$ cat src/rtl/sfr_reg_file_param.sv
// Special-function register file: NREG data registers at BASE..BASE+NREG-1 with
// atomic read-modify-write ops, a sticky write-protect register, and bypassed registered reads.
module sfr_reg_file_param #(
  parameter int unsigned     AW      = 8,
  parameter int unsigned     DW      = 10,
  parameter int unsigned     NREG    = 5,
  parameter int unsigned     BASE    = 'h81,
  parameter logic [DW-1:0]   RST_VAL = '0
) (
  input  logic                 clk,
  input  logic                 rst_n,
  input  logic                 wr_en,
  input  logic [AW-1:0]        wr_addr,
  input  logic [DW-1:0]        wr_data,
  input  logic [1:0]           wr_op,
  input  logic                 rd_en,
  input  logic [AW-1:0]        rd_addr,
  output logic [DW-1:0]        rd_data,
  output logic                 rd_valid,
  output logic                 wr_err,
  output logic                 rd_err,
  output logic [NREG-1:0]      prot,
  output logic [NREG*DW-1:0]   regs_flat
);

  if (NREG < 1 || NREG > DW) begin : g_bad_nreg
    $error("sfr_reg_file_param: NREG must be in 1..DW");
  end
  if ((64'(BASE) + 64'(NREG)) > ((64'd1 << AW) - 64'd1)) begin : g_bad_base
    $error("sfr_reg_file_param: BASE+NREG exceeds the address space");
  end

  typedef enum logic [1:0] {
    OP_WRITE  = 2'b00,
    OP_SET    = 2'b01,
    OP_CLEAR  = 2'b10,
    OP_TOGGLE = 2'b11
  } op_e;

  localparam logic [AW-1:0] PROT_ADDR = AW'(BASE + NREG);

  logic [DW-1:0]   regs_q [NREG];
  logic [DW-1:0]   regs_d [NREG];
  logic [NREG-1:0] prot_q, prot_d;
  logic [DW-1:0]   rd_data_q, rd_data_d;
  logic            rd_valid_q;
  logic            rd_err_q, rd_err_d;
  logic            wr_err_q, wr_err_d;
  logic            wr_hit, rd_hit;

  function automatic logic [DW-1:0] apply_op(input op_e op, input logic [DW-1:0] cur,
                                             input logic [DW-1:0] opnd);
    case (op)
      OP_WRITE:  apply_op = opnd;
      OP_SET:    apply_op = cur | opnd;
      OP_CLEAR:  apply_op = cur & ~opnd;
      OP_TOGGLE: apply_op = cur ^ opnd;
      default:   apply_op = cur;
    endcase
  endfunction

  always_comb begin
    regs_d   = regs_q;
    prot_d   = prot_q;
    wr_err_d = 1'b0;
    wr_hit   = 1'b0;
    if (wr_en) begin
      for (int unsigned i = 0; i < NREG; i++) begin
        if (wr_addr == AW'(BASE + i)) begin
          wr_hit = 1'b1;
          if (prot_q[i]) wr_err_d = 1'b1;
          else           regs_d[i] = apply_op(op_e'(wr_op), regs_q[i], wr_data);
        end
      end
      if (wr_addr == PROT_ADDR) begin
        wr_hit = 1'b1;
        prot_d = prot_q | wr_data[NREG-1:0];
      end
      if (!wr_hit) wr_err_d = 1'b1;
    end
  end

  // Reads sample the next-state values so a same-cycle write is bypassed;
  // a rejected write leaves regs_d equal to regs_q, returning the old value.
  always_comb begin
    rd_data_d = rd_data_q;
    rd_err_d  = 1'b0;
    rd_hit    = 1'b0;
    if (rd_en) begin
      rd_data_d = '0;
      for (int unsigned i = 0; i < NREG; i++) begin
        if (rd_addr == AW'(BASE + i)) begin
          rd_hit    = 1'b1;
          rd_data_d = regs_d[i];
        end
      end
      if (rd_addr == PROT_ADDR) begin
        rd_hit                = 1'b1;
        rd_data_d[NREG-1:0]   = prot_d;
      end
      rd_err_d = !rd_hit;
    end
  end

  always_ff @(posedge clk or negedge rst_n) begin
    if (!rst_n) begin
      for (int unsigned i = 0; i < NREG; i++) regs_q[i] <= RST_VAL;
      prot_q     <= '0;
      rd_data_q  <= '0;
      rd_valid_q <= 1'b0;
      rd_err_q   <= 1'b0;
      wr_err_q   <= 1'b0;
    end else begin
      for (int unsigned i = 0; i < NREG; i++) regs_q[i] <= regs_d[i];
      prot_q     <= prot_d;
      rd_data_q  <= rd_data_d;
      rd_valid_q <= rd_en;
      rd_err_q   <= rd_err_d;
      wr_err_q   <= wr_err_d;
    end
  end

  always_comb begin
    regs_flat = '0;
    for (int unsigned i = 0; i < NREG; i++) regs_flat[i*DW +: DW] = regs_q[i];
  end

  assign rd_data  = rd_data_q;
  assign rd_valid = rd_valid_q;
  assign rd_err   = rd_err_q;
  assign wr_err   = wr_err_q;
  assign prot     = prot_q;

endmodule

$ cat config.mk
export PLATFORM = sky130hd
export DESIGN_NAME = sfr_reg_file_param
export DESIGN_NICKNAME = d
export VERILOG_FILES = /design/src/rtl/sfr_reg_file_param.sv
export SDC_FILE = /design/constraint.sdc
export NUM_CORES = 1
export LEC_CHECK = 0
export ABC_CLOCK_PERIOD_IN_PS = 2600
export CAP_MARGIN = 10
export CELL_PAD_IN_SITES_DETAIL_PLACEMENT = 0
export CELL_PAD_IN_SITES_GLOBAL_PLACEMENT = 1
export CORE_ASPECT_RATIO = 0.5
export CORE_MARGIN = 2
export CORE_UTILIZATION = 29
export DETAILED_ROUTE_END_ITERATION = 12
export GPL_TIMING_DRIVEN = 0
export PLACE_DENSITY = 0.65
export SYNTH_ARGS = -nofsm -noshare
export SYNTH_HDL_FRONTEND = slang
export SYNTH_SLANG_ARGS = --single-unit
$ cat constraint.sdc
create_clock -name clk -period 2.6 [get_ports clk]
set_clock_uncertainty 0.1 [all_clocks]
set_input_delay 0.52 -clock clk [delete_from_list [all_inputs] [get_ports clk]]
set_output_delay 0.52 -clock clk [all_outputs]
set_load 0.01 [all_outputs]
==> flow_metrics.tcl, run 1 <==
set metrics [dict create \
    worst_pin_slew_ns 0.848 \
    cts_root_buf "clkbuf_16" \
    core_mm2 0.0206 \
    cts_buffer_depth 2 \
    hold_violations 6 \
    ir_drop_uv 320 \
    slowest_stage "clkdlybuf4s50_1" \
    worstPathMaxFanout 3 \
    cts_max_level 3 \
    die_area_mm2 0.0222 \
    max_stage_delay_ns 0.57 \
    top_layer "met4" \
    relSlewSlack_pct 43.4 \
    cap_violations 0 \
    arrival_ns 2.68 \
    grt-ovfl-total 0 \
    final_util_pct 39.2 \
    holdWs_ns -0.00319 \
    cp_num_buf_inv 2 \
    ys_ff_latch 68 \
    synth-edff-count 0 \
    antenna_found_initial 0 \
    wl_per_cell_um 19.8 \
    ys_warn_count 0 \
    post-route-period-util_pct 98.5 \
    netlist_area_mm2 0.00608 \
    cp.required_ns 2.72 \
    viasPerCell 5.05 \
    powerDensity_mw_per_mm2 388 \
    fp-row-count 37 \
    end_kind "flop" \
    clk_pin_slew_ns 0.06 \
    worstSetupPathType "input port to flop" \
    ys_async_sr_fraction_pct 100 \
    grt_usage_pct 19.3 \
    period_minus_slack_ns 2.56 \
    wl_um 20900 \
    seq_area_mm2 0.00170 \
    drive_gt1_share_pct 21.0 \
    cts_made_buffers 9 \
    fill_cells 2091 \
    nets 911 \
    start_kind "input port" \
    cts_sinks 68 \
    syn2layout_area_growth_pct 32.3 \
    syn_nets 778 \
    pin_count 100 \
    syn_area_per_cell_um2 9.42 \
    p_leak_nw 3.68 \
    rsz0062_at_grt "false" \
    holdCritPathClass "input port to async pin" \
    wl_met1_um 10200 \
    ant_nets 0 \
    grt_pass1_vias 5451 \
    io_buffers 96 \
    violations "negative hold slack" \
    slew_viol_final 0 \
    clk-insertion-delay-late_ns 0.34 \
    wl_met2_um 9680 \
    cts_hold_buf 0 \
    outcome "complete, but fails checks" \
    yosysSeqAreaShare_pct 28.0 \
    drc 0 \
    drt_iter0_drc 331 \
    wl_met3_um 869 \
    multi_input_area_mm2 0.00397 \
    n_antenna_cell 0 \
    crit_chain "clkdlybuf4s50_1 > clkinvlp_4 > ha_1 > mux4_2 > mux2_2 > a21oi_1 > nand4b_1 > a211oi_1" \
    dp.final_hpwl_um 15200 \
    clock.fmax_mhz 390 \
    die_y_um 106 \
    drt_pass1_iterations 5 \
    synth_cell_types 55 \
    synthFlopType "dfrtp_1" \
    setup_viol 0 \
    die_x_um 209 \
    cts_tree "done" \
    tns_ns 0 \
    grt_max_degree 46 \
    crit_family "multiplexers" \
    netlist_instances 646 \
    start_util_pct 29.6 \
    grt_first_pass_wirelength_um 32600 \
    place.gp.congestion 0.811 \
    num_vias 5340 \
]
## state kept, by name (all words and copies together), names as in the netlist
register and flops:
regs_flat 50, rd_data 10, prot 5, rd_err 1, rd_valid 1, wr_err 1
## through the flow
step / std cells / instance area, um^2 / setup slack, ns / hold WS (ns) / total power [mW]
after detailed placement: 1016 / 7410 / -0.831 / 0.364 / 1.90
after floorplan: 646 / 6080 / 0.127 / 0.124 / 1.56
after CTS: 1051 / 7960 / 0.00109 / 0.000707 / 3.14
final: 1057 / 8050 / 0.0383 / -0.00319 / 3.12
after global placement: 1015 / 7390 / -1.93 / 0.423 / 1.87
after global routing: 1057 / 8050 / 0.00361 / 0.0131 / 3.28
## Yosys cell counts, drive strengths merged, types with 4 or more instances
master	number	share of area (%)
ha	100	21
inv	78	4.8
a21oi	68	5.6
dfrtp	68	28
a211oi	51	6.3
nor2	43	2.7
mux2	29	5.6
buf	27	2.4
nand2	26	1.6
clkbuf	14	0.86
mux4	14	5.2
nor2b	14	1.4
nand4b	10	1.4
nand2b	7	0.72
nor3	7	0.58
o21ba	7	1.2
and2	6	0.62
nand3	6	0.49
or3b	6	0.86
a211o	5	0.72
a21o	5	0.62
o2111ai	5	0.72
or2	5	0.51
a31oi	4	0.41
a32oi	4	0.58
nor3b	4	0.49
o21a	4	0.49
## placed cells by master, fill, tap and decap left out, types with 4 or more instances in the layout
master,count
or3b_2,5
nor2b_1,14
clkbuf_2,12
o2111ai_1,4
o21a_1,4
dfrtp_1,68
clkdlybuf4s50_1,80
clkbuf_4,6
a211oi_1,49
buf_2,17
a32oi_1,4
dlygate4sd2_1,5
dlymetal6s2s_1,6
o21ba_2,4
nor2_1,43
a211o_1,5
buf_4,27
inv_1,68
clkbuf_16,9
nor3_1,7
clkbuf_1,4
nand4b_1,10
mux2_2,23
nand3_1,5
nand2b_1,7
and2_1,6
a31oi_1,4
nand2_1,25
a21o_1,5
ha_1,100
or2_2,5
mux2_4,5
clkinvlp_4,11
mux4_2,14
a21oi_1,68
## power by group
| part | switching (mW) | internal, mW | total (mW) |
|---|---|---|---|
| sequential | 0.0547 | 1.11 | 1.16 |
| combinational | 0.402 | 0.344 | 0.747 |
| clock | 0.511 | 0.700 | 1.21 |
## what timing repair did
item                                    in CTS  in global routing
hold endpoints to repair                     0                  0
pin swaps                                    4                  4
gates resized for setup                     44                 28
setup buffers                               20                  6
endpoints found under the setup margin      11                 10
## final cells by class
class / instances / share of cell area, %
buffer: 40 / 2.97
clock buffer: 11 / 3.14
clock inverter: 5 / 0.435
inverter: 78 / 4.10
multi-input combinational: 459 / 49.3
sequential: 68 / 21.1
tap: 273 / 4.24
timing repair buffer: 123 / 14.7
## metal layers
| layer | vias up | global-route usage (%) |
|---|---|---|
| met5 | - | 0 |
| met4 | 0 | 3.37 |
| met3 | 16 | 3.43 |
| met2 | 110 | 31.6 |
| met1 | 2636 | 27.0 |
| li1 | 2578 | - |
## final timing paths
kind,to,startpoint,cells past startpoint,slack [ns]
max reg2reg,rd_data[0],regs_flat[30],7,0.25
max in group asynchronous,regs_flat[25],rst_n,2,1.82
min in group clk,prot[1],wr_data[1],2,0.42
min reg2reg,rd_data[3],rd_data[3],1,0.44
min,prot[2],rst_n,1,-0.003
max,rd_data[7],wr_data[7],8,0.04
## cell families after synthesis
| kind of cell | share of synthesized area, % |
|---|---|
| AOI/OAI and AO/OA | 18.8 |
| DFF | 28.0 |
| buffers and inverters | 8.04 |
| muxes | 10.9 |
| and+or+nand+nor | 13.7 |
| adders and majority gates | 20.6 |
No activity file was read; power rests on OpenSTA's default activity.
==> run 2, diff against run 1 <==
Settings changed: PLACE_DENSITY 0.65 to unset, PLACE_DENSITY_LB_ADDON set to 0.1.
==> run 2 against run 1 <==
  * The flow now finishes without violations
  * Sequential power hardly changed
  * Final cell count is 0.38% lower
  * First-iteration DRC count fell by 20%
  * Largest power group unchanged
==> flow_metrics.tcl, run 2 (synthesis results as in run 1) <==
set metrics [dict create \
    cap_violations 0 \
    power.internal_mw 2.23 \
    p_leak_nw 3.70 \
    viasPerCell 5.05 \
    finalPower_mw 3.26 \
    clk_pin_slew_ns 0.07 \
    grt_usage_pct 20.3 \
    num_vias 5320 \
    layout_common_cells "ha_1, clkdlybuf4s50_1, inv_1, a21oi_1, dfrtp_1" \
    worstSetupPathType "input port to flop" \
    hold_violations 0 \
    clock.fmax_mhz 389 \
    powerDensity_mw_per_mm2 404 \
    post-route-period-util_pct 98.8 \
    arrival_ns 2.70 \
    swShare_pct 31.5 \
    cts_max_level 3 \
    place.gp.congestion 0.800 \
    drc 0 \
    syn2layout_area_growth_pct 32.6 \
    io_buffers 96 \
    grt_max_degree 39 \
    clk-insertion-delay-late_ns 0.35 \
    relSlewSlack_pct 39.9 \
    switchingPower_mw 1.03 \
    cts_sinks 68 \
    r2r_cells 7 \
    final_common_cell "ha_1" \
    grt-ovfl-total 0 \
    power_frac_seq_pct 35.7 \
    final_cells 1053 \
    holdCritPathClass "input port to async pin" \
    worst_pin_slew_ns 0.900 \
    outcome "finished, final reports clean" \
    rrSetupSlack_ns 0.26 \
    cts_hold_buf 0 \
    pre_cts_ws_ns -0.987 \
    top_layer "met4" \
    wl_met1_um 11300 \
    start_util_pct 29.6 \
    comb_power_share_pct 23.0 \
    wl_met3_um 837 \
    cts_tree "done" \
    slew_viol_final 0 \
    core_mm2 0.0206 \
    worstPathMaxFanout 5 \
    dp.final_hpwl_um 15900 \
    reg2reg_to "rd_data[0]" \
    die_x_um 209 \
    rsz0062_at_grt "true" \
    cp.required_ns 2.74 \
    grt_first_pass_wirelength_um 33600 \
    dpl.cell_count 1016 \
    grt_pass1_vias 5477 \
    wl_um 22000 \
    ir_drop_uv 357 \
    die_area_mm2 0.0222 \
    final_util_pct 39.2 \
    n_antenna_cell 0 \
    wl_met2_um 9680 \
    nets 907 \
    wl_per_cell_um 20.9 \
    drt_iter0_drc 265 \
    rr_startpoint "regs_flat[0]" \
    fp-row-count 37 \
    holdWs_ns 0.0236 \
    ant_nets 0 \
    fin_ws_ns 0.0324 \
    cts_root_buf "clkbuf_16" \
    antenna_found_initial 1 \
    largest_reg_flops 50 \
    cts_made_buffers 9 \
    pin_count 100 \
    start_kind "input port" \
    drive_gt1_share_pct 20.8 \
    period_minus_slack_ns 2.57 \
    cts_buffer_depth 2 \
    setup_viol 0 \
    die_y_um 106 \
    pwr-share-clk_pct 41.3 \
    end_kind "flop" \
    drt_pass1_iterations 4 \
]
[run 2: changes by cell type in the layout (fill, tap and decap cells not counted), moves of 2 or more]
cell and change:
clkbuf_4 -3, clkinv_2 -2, dlygate4sd2_1 -2, buf_2 +2, dlymetal6s2s_1 +2, buf_4 -3
clkbuf_2 -3
[run 2: how the worst max path moves through the flow]
stage | startpoint | to | slack, ns | depth (start not counted)
after global placement | rst_n | regs_flat[39] | -2.08 | 1
after floorplan | wr_data[0] | rd_data[0] | 0.13 | 7
final | wr_addr[5] | rd_data[0] | 0.03 | 9
after detailed placement | wr_addr[5] | rd_data[6] | -0.99 | 8
after global routing | wr_addr[5] | rd_data[0] | -0.02 | 9
after CTS | wr_data[6] | rd_data[6] | -0.05 | 8
[run 2: power by group through the flow]
stage	registers (mW)	clock network [mW]	logic, mW
finish	1.16	1.34	0.748
global route	1.17	1.42	0.833
CTS	1.16	1.38	0.741
detailed placement	1.18	0	0.720
global placement	1.18	0	0.705
floorplan	1.19	0	0.372
[run 2: per-layer routing]
metal | up-vias | track usage (%)
li1 | 2574 | -
met1 | 2627 | 29.2
met2 | 101 | 32.4
met3 | 18 | 2.90
met4 | 0 | 4.44
met5 | - | 0
[run 2: critical path, cell delays in order]
cell and delay (ns):
clkdlybuf4s50_1 0.44, nor4b_4 0.23, buf_6 0.14, and4b_2 0.24
buf_12 0.13, mux2_2 0.36, a32oi_1 0.21, nand4b_1 0.12
a221o_1 0.31
[run 2: timing repair]
action | 4_1_cts | 5_1_grt
pin swaps | 4 | 2
gates resized for setup | 44 | 34
setup buffers | 14 | 8
setup endpoints to repair | 21 | 10
[run 2: area by class of cell]
| type | instances | area [um^2] |
|---|---|---|
| repair buffers | 119 | 1170 |
| clock inverters | 6 | 71.3 |
| fillers | 2088 | 12500 |
| clock buffers | 10 | 239 |
| well taps | 273 | 342 |
| inverters | 78 | 325 |
| plain buffers | 40 | 245 |
| flip-flops and latches | 68 | 1700 |
| multi-input cells | 459 | 3970 |
[run 2: through the flow]
| step | TNS (ns) | instance area [um^2] |
|---|---|---|
| floorplan | 0 | 6080 |
| global placement | -162.04 | 7390 |
| detailed placement | -21.26 | 7410 |
| CTS | -0.0507 | 7920 |
| global route | -0.0456 | 8070 |
| finish | 0 | 8070 |
